==> src/rtl/axi_slave.sv <==
// axi_slave: AXI3-style memory slave with independent write and read FSMs.
//
// Storage is MEM_DEPTH 32-bit words, indexed by addr[31:2]. One transaction
// at a time per direction; AWREADY/ARREADY are only high while idle.
//
// Ports
//   ACLK, ARESET             clock, synchronous active-high reset
//   AW*  (in) / AWREADY      write address channel
//   W*   (in) / WREADY       write data channel (WID not checked)
//   B*   (out) / BREADY      write response channel (BRESP is 4 bits wide)
//   AR*  (in) / ARREADY      read address channel (ARADDR[32] ignored)
//   R*   (out) / RREADY      read data channel
//
// Parameters
//   MEM_DEPTH  words of storage, power of two, 4..1024
//   ERR_RESP   response code for error beats (OKAY is 0)
//
// Optional feature macro: AXI_SLAVE_WSTRB_EN
//   defined   : only byte lanes with WSTRB[i]=1 are written
//   undefined : WSTRB ignored, full word written on every good beat
module axi_slave #(
  parameter int unsigned MEM_DEPTH = 64,
  parameter int unsigned ERR_RESP  = 2
) (
  input  logic        ACLK,
  input  logic        ARESET,
  // AW channel
  input  logic [3:0]  AWID,
  input  logic [31:0] AWADDR,
  input  logic [3:0]  AWLEN,
  input  logic [2:0]  AWSIZE,
  input  logic [1:0]  AWBURST,
  input  logic        AWVALID,
  output logic        AWREADY,
  // W channel
  input  logic [3:0]  WID,
  input  logic [31:0] WDATA,
  input  logic [3:0]  WSTRB,
  input  logic        WLAST,
  input  logic        WVALID,
  output logic        WREADY,
  // B channel
  output logic [3:0]  BID,
  output logic [3:0]  BRESP,
  output logic        BVALID,
  input  logic        BREADY,
  // AR channel
  input  logic [3:0]  ARID,
  input  logic [32:0] ARADDR,
  input  logic [3:0]  ARLEN,
  input  logic [2:0]  ARSIZE,
  input  logic [1:0]  ARBURST,
  input  logic        ARVALID,
  output logic        ARREADY,
  // R channel
  output logic [3:0]  RID,
  output logic [31:0] RDATA,
  output logic [1:0]  RRESP,
  output logic        RLAST,
  output logic        RVALID,
  input  logic        RREADY
);

  localparam int unsigned AW = $clog2(MEM_DEPTH);
  localparam logic [3:0]  ErrB = 4'(ERR_RESP);
  localparam logic [1:0]  ErrR = 2'(ERR_RESP);

  typedef enum logic [1:0] {WIdle, WData, WResp} w_state_e;
  typedef enum logic {RIdle, RData} r_state_e;

  logic [31:0] mem [MEM_DEPTH];

  // Index of the final beat (beat counter value) for a given burst type.
  function automatic logic [3:0] last_beat(input logic [3:0] len, input logic [1:0] burst);
    unique case (burst)
      2'b00:   last_beat = 4'd0;
      2'b01:   last_beat = len;
      default: last_beat = 4'd3;
    endcase
  endfunction

  // WRAP4 keeps idx[29:2] fixed; everything else steps linearly.
  function automatic logic [29:0] next_idx(input logic [29:0] idx, input logic [1:0] burst);
    if (burst == 2'b10) next_idx = {idx[29:2], idx[1:0] + 2'd1};
    else                next_idx = idx + 30'd1;
  endfunction

  function automatic logic out_of_range(input logic [29:0] idx);
    out_of_range = {2'b00, idx} >= MEM_DEPTH;
  endfunction

  // ---------------------------------------------------------------------------
  // Write path
  // ---------------------------------------------------------------------------
  w_state_e    w_state_q;
  logic [3:0]  w_id_q;
  logic [29:0] w_idx_q;
  logic [1:0]  w_burst_q;
  logic [3:0]  w_last_q;
  logic [3:0]  w_cnt_q;
  logic        w_size_err_q;
  logic        w_err_q;

  logic w_beat_err;
  logic w_final;
  logic w_last_bad;
  logic w_beat;
  logic mem_we;

  always_comb begin
    w_beat     = (w_state_q == WData) && WVALID;
    w_beat_err = w_size_err_q || out_of_range(w_idx_q);
    w_final    = (w_cnt_q == w_last_q);
    w_last_bad = (WLAST != w_final);
    // Once a burst has gone wrong, no later beat of it touches memory.
    mem_we     = w_beat && !ARESET && !w_beat_err && !w_last_bad && !w_err_q;
  end

  always_ff @(posedge ACLK) begin
    if (ARESET) begin
      w_state_q    <= WIdle;
      AWREADY      <= 1'b1;
      WREADY       <= 1'b0;
      BVALID       <= 1'b0;
      BRESP        <= 4'd0;
      BID          <= 4'd0;
      w_id_q       <= 4'd0;
      w_idx_q      <= 30'd0;
      w_burst_q    <= 2'b00;
      w_last_q     <= 4'd0;
      w_cnt_q      <= 4'd0;
      w_size_err_q <= 1'b0;
      w_err_q      <= 1'b0;
    end else begin
      unique case (w_state_q)
        WIdle: begin
          if (AWVALID) begin
            w_id_q       <= AWID;
            w_idx_q      <= AWADDR[31:2];
            w_burst_q    <= AWBURST;
            w_last_q     <= last_beat(AWLEN, AWBURST);
            w_cnt_q      <= 4'd0;
            w_size_err_q <= (AWSIZE != 3'b010);
            w_err_q      <= 1'b0;
            AWREADY      <= 1'b0;
            WREADY       <= 1'b1;
            w_state_q    <= WData;
          end
        end
        WData: begin
          if (WVALID) begin
            w_idx_q <= next_idx(w_idx_q, w_burst_q);
            w_cnt_q <= w_cnt_q + 4'd1;
            if (w_beat_err || w_last_bad) w_err_q <= 1'b1;
            if (w_final) begin
              WREADY    <= 1'b0;
              BVALID    <= 1'b1;
              BID       <= w_id_q;
              BRESP     <= (w_err_q || w_beat_err || w_last_bad) ? ErrB : 4'd0;
              w_state_q <= WResp;
            end
          end
        end
        WResp: begin
          if (BREADY) begin
            BVALID    <= 1'b0;
            AWREADY   <= 1'b1;
            w_state_q <= WIdle;
          end
        end
        default: w_state_q <= WIdle;
      endcase
    end
  end

  // Memory is deliberately not reset.
  always_ff @(posedge ACLK) begin
    if (mem_we) begin
`ifdef AXI_SLAVE_WSTRB_EN
      for (int i = 0; i < 4; i++) begin
        if (WSTRB[i]) mem[w_idx_q[AW-1:0]][8*i +: 8] <= WDATA[8*i +: 8];
      end
`else
      mem[w_idx_q[AW-1:0]] <= WDATA;
`endif
    end
  end

  // ---------------------------------------------------------------------------
  // Read path
  // ---------------------------------------------------------------------------
  r_state_e    r_state_q;
  logic [29:0] r_idx_q;
  logic [1:0]  r_burst_q;
  logic [3:0]  r_last_q;
  logic [3:0]  r_cnt_q;
  logic        r_size_err_q;

  logic [29:0] rd_idx;
  logic        rd_err;
  logic [31:0] rd_word;

  // Word to present next: the burst's first beat while idle, else the one after the current.
  always_comb begin
    if (r_state_q == RIdle) begin
      rd_idx = ARADDR[31:2];
      rd_err = (ARSIZE != 3'b010) || out_of_range(ARADDR[31:2]);
    end else begin
      rd_idx = next_idx(r_idx_q, r_burst_q);
      rd_err = r_size_err_q || out_of_range(next_idx(r_idx_q, r_burst_q));
    end
    rd_word = rd_err ? 32'd0 : mem[rd_idx[AW-1:0]];
  end

  always_ff @(posedge ACLK) begin
    if (ARESET) begin
      r_state_q    <= RIdle;
      ARREADY      <= 1'b1;
      RVALID       <= 1'b0;
      RLAST        <= 1'b0;
      RRESP        <= 2'd0;
      RID          <= 4'd0;
      RDATA        <= 32'd0;
      r_idx_q      <= 30'd0;
      r_burst_q    <= 2'b00;
      r_last_q     <= 4'd0;
      r_cnt_q      <= 4'd0;
      r_size_err_q <= 1'b0;
    end else begin
      unique case (r_state_q)
        RIdle: begin
          if (ARVALID) begin
            r_idx_q      <= ARADDR[31:2];
            r_burst_q    <= ARBURST;
            r_last_q     <= last_beat(ARLEN, ARBURST);
            r_cnt_q      <= 4'd0;
            r_size_err_q <= (ARSIZE != 3'b010);
            RID          <= ARID;
            RVALID       <= 1'b1;
            RLAST        <= (last_beat(ARLEN, ARBURST) == 4'd0);
            RDATA        <= rd_word;
            RRESP        <= rd_err ? ErrR : 2'd0;
            ARREADY      <= 1'b0;
            r_state_q    <= RData;
          end
        end
        RData: begin
          if (RREADY) begin
            if (RLAST) begin
              RVALID    <= 1'b0;
              RLAST     <= 1'b0;
              ARREADY   <= 1'b1;
              r_state_q <= RIdle;
            end else begin
              r_idx_q <= rd_idx;
              r_cnt_q <= r_cnt_q + 4'd1;
              RLAST   <= ((r_cnt_q + 4'd1) == r_last_q);
              RDATA   <= rd_word;
              RRESP   <= rd_err ? ErrR : 2'd0;
            end
          end
        end
        default: r_state_q <= RIdle;
      endcase
    end
  end

`ifdef AXI_SLAVE_WSTRB_EN
  logic unused_bits;
  assign unused_bits = ^{ARADDR[32], ARADDR[1:0], AWADDR[1:0], WID};
`else
  logic unused_bits;
  assign unused_bits = ^{ARADDR[32], ARADDR[1:0], AWADDR[1:0], WID, WSTRB};
`endif

endmodule

==> config.mk <==
export PLATFORM = sky130hd
export DESIGN_NAME = axi_slave
export DESIGN_NICKNAME = d
export VERILOG_FILES = /design/src/rtl/axi_slave.sv
export SDC_FILE = /design/constraint.sdc
export NUM_CORES = 2
export LEC_CHECK = 0
export BUFFER_PORTS_ARGS = -buffer_cell sky130_fd_sc_hd__clkbuf_2
export CORE_MARGIN = 3
export CORE_UTILIZATION = 34
export CTS_BUF_LIST = sky130_fd_sc_hd__clkbuf_16
export CTS_CLUSTER_DIAMETER = 100
export DETAILED_ROUTE_END_ITERATION = 8
export PLACE_DENSITY = 0.55
export SETUP_SLACK_MARGIN = 0.1
export SLEW_MARGIN = 25
export SYNTH_ARGS = -nofsm -noshare
export SYNTH_HDL_FRONTEND = slang
export SYNTH_SLANG_ARGS = --single-unit
==> constraint.sdc <==
create_clock -name ACLK -period 7.4 [get_ports ACLK]
set_input_delay 0.74 -clock ACLK [delete_from_list [all_inputs] [get_ports ACLK]]
set_output_delay 0.74 -clock ACLK [all_outputs]
set_load 0.02 [all_outputs]
==> summary.txt <==
Status
  – Status: finished, final reports clean

Layout
  – Final Net Count: 4909
  – Fin cells: 8283
  – Most common cell after layout, fill and taps aside: edfxtp_1
  – Fill cells: 22500
  – Layout cells sized above 1: 0.257
  – Layout area overhead: 15.0%
  – Most frequent cells in the layout: edfxtp_1, mux4_2, nand2_1, clkbuf_16, clkbuf_2

Setup path
  – CP endpoint kind: register
  – Worst setup path class: reg2reg
  – Critical path's slowest cell: nor3_1
  – Cells along the critical path: nor2b_1, or3_1, a31o_4, or2_1, buf_4, nor2_4, a32o_1, nor3_1, a22o_1
  – WP data required: 8.19 ns
  – Critical Path AT: 5.73 ns
  – R2r startpoint: r_burst_q[1]
  – CP Depth: 9
  – CP delay by family, top: simple AND/OR/NAND/NOR gates
  – Bufs and invs on worst path: 1
  – Critical Path Start: r_burst_q[1]
  – Slowest stage delay, CP: 0.81 ns
  – CP Launch Type: register
  – Critical path peak fanout: 36
  – Worst Reg-to-Reg Cells: 9

Route
  – DRC viols: 0
  – Total Wirelength: 228000 um
  – Routed vias: 44200
  – Pre-Repair DR Iteration Count: 5
  – Routed len/inst: 27.5 um
  – Routed Antenna Nets: 0
  – Iteration-0 DRC Markers: 4864
  – Via density: 5.34

Synth
  – EDFF count, synth: 2048
  – Syn_area_per_cell: 19.1 um2
  – Synth Flop Type: edfxtp_1
  – Seq/Total Area, Yosys: 0.751
  – Syn Inst Count: 4475
  – Asr flop ratio synth: 0
  – Synth warn: 0
  – Post-synth cell types: 83
  – Synthesized flop and latch total: 2186
  – Syn Std Cell Area: 0.0856 mm2

CTS
  – CTS HTree Levels: 4
  – Clk sinks: 2186
  – CTS tree: built
  – Clock Path Buffers: 3
  – Cts hold-fix bufs: 0
  – Post-CTS setup buffer count: 0
  – Clk pin slew, worst setup/hold paths: 0.06 ns
  – Root Driver: clkbuf_16
  – Gates resized, CTS repair: 0
  – Clock latency on the worst-skew pair: 0.85 ns
  – Number of CTS-inserted buffers: 213

Global routing
  – First-pass GRT wire length: 327000 um
  – Tot GR Track Use: 0.175
  – Initial antenna violation count: 22
  – Pin count of the biggest net entering global routing: 96
  – Total grt overflow: 0
  – Vias in the first global route: 44800

Floorplanning
  – Die Span X: 508 um
  – IO Count: 191
  – Cell row count: 183
  – Initial Util: 0.343
  – Full die area: 0.258 mm2
  – Core area: 0.250 mm2
  – Die height: 508 um

Timing
  – PnR worst setup slack: 2.47 ns
  – Final setup fails: 0
  – TNS Setup: 0 ns
  – F_max: 203 MHz
  – Worst slew pin tran: 1.08 ns
  – Minimum clock period: 4.93 ns
  – Slew Limit Fails: 0
  – Relative slew slack: 0.282
  – Final Hold Fails: 0
  – Setup Skew: 0.0572 ns
  – Tcrit/Tclk final: 0.666
  – RSZ-0062 raised after global routing: false

Pwr
  – Worst vdd ir: 209 uV
  – Power Total: 0.0267 W
  – Clock power frac: 0.393
  – Power per standard cell area: 272 mW/mm2
  – Flop pwr share: 0.509
  – Logic pwr share: 0.098
  – Sw Pwr: 0.00634 W
  – Lkg Pwr: 31.2 nW
  – Sw frac: 0.237
  – Internal: 0.0204 W

Min path
  – Min-delay src: AWID[2]
  – Worst hold stages: 3
  – Hold/Removal Path Class: in2reg

Placed design
  – Detailed placer's ending HPWL: 133000 um
  – Setup WS pre-CTS: 2.26 ns
  – Routability cong.: 0.827
  – Post-placement cell count: 7880
  – Port buffer count: 173

Flow run
  – MaxCap Viol Count: 0
-- worst paths after layout --
check	slack [ns]	to
worst min register to register	0.46	w_id_q[0]
worst max register to register	2.47	RDATA[27]
worst min-delay path	0.12	w_id_q[2]
worst max-delay path	2.47	RDATA[27]
-- through the flow --
stage	hold slack, ns	utilization	cell area, um2
3_3_place_gp	0.444	0.366	91500
5_1_grt	0.0800	0.394	98400
2_1_floorplan	0.436	-	85600
6_report	0.120	0.394	98400
4_1_cts	0.0376	0.394	98300
3_5_place_dp	0.449	0.367	91600
-- power groups by stage --
stage          clock network (W)  registers [W]  logic [W]
2_1_floorplan                  0         0.0139    0.00159
3_3_place_gp                   0         0.0139    0.00263
3_5_place_dp                   0         0.0139    0.00264
4_1_cts                   0.0107         0.0136    0.00265
5_1_grt                   0.0112         0.0136    0.00280
6_report                  0.0105         0.0136    0.00261
-- worst min-delay path: stages --
cell and delay [ns]:
clkbuf_2 0.08, nand2_1 0.04, a21oi_1 0.05
-- registers in the layout, indices dropped and copies added (netlist names), 2 cells and up --
name and flops:
mem 2048, RDATA 32, r_idx_q 30, w_idx_q 30, BID 4, RID 4
r_cnt_q 4, r_last_q 4, w_cnt_q 4, w_id_q 4, w_last_q 4, r_burst_q 2
w_burst_q 2, w_state_q 2
-- logic make-up after synthesis --
family | Yosys count | share of synthesized area
compound gates | 384 | 0.0316
xor+xnor | 34 | 0.00348
fa+ha+maj | 5 | 0.000731
buf+inv | 288 | 0.0147
flops | 2186 | 0.751
mux | 625 | 0.148
other cells | 1 | 0.0000438
simple gates | 952 | 0.0504
-- Yosys cell counts (all sizes together) (5+ instances only) --
master      n  area [um2]
edfxtp   2048       61500
mux4      512       11500
nand2     413        1550
nor2      183         704
nand3     164         833
clkbuf    141         529
dfxtp     138        2760
buf       127         633
a21oi     111         556
mux2i     110        1100
nor3       76         408
o21ai      47         235
o22ai      38         238
a22o       35         307
a311oi     30         263
a32o       28         280
nor4       26         169
nand4      23         165
xnor2      22         193
inv        17        63.8
a22oi      14         105
a211oi     13        97.6
a221oi     12         105
xor2       12         105
a31oi      11        68.8
nand2b     10        62.6
and3        9        56.3
nor2b       8        50.1
or4         8        67.6
a2111oi     7        92.6
or3         7        45.1
and2        6        37.5
ha          5        62.6
-- layout make-up --
cell class / count / area [um2] / area share
multi-input combinational: 2004 / 20700 / 0.211
clock inverter: 184 / 1410 / 0.0143
antenna: 5 / 12.5 / 0.000127
tap: 3330 / 4170 / 0.0424
sequential: 2186 / 64300 / 0.653
timing repair buffer: 343 / 2380 / 0.0242
clock buffer: 214 / 5360 / 0.0544
inverter: 17 / 63.8 / 0.000649
-- routing by layer --
| layer | vias to the layer above | global-route usage | share of wire |
|---|---|---|---|
| li1 | 18900 | - | - |
| met4 | 20 | 0.0586 | 0.033 |
| met3 | 322 | 0.0334 | 0.076 |
| met2 | 1542 | 0.277 | 0.47 |
| met5 | - | 0 | 0.00061 |
| met1 | 23500 | 0.243 | 0.42 |
(Power assumes the default switching activity.)
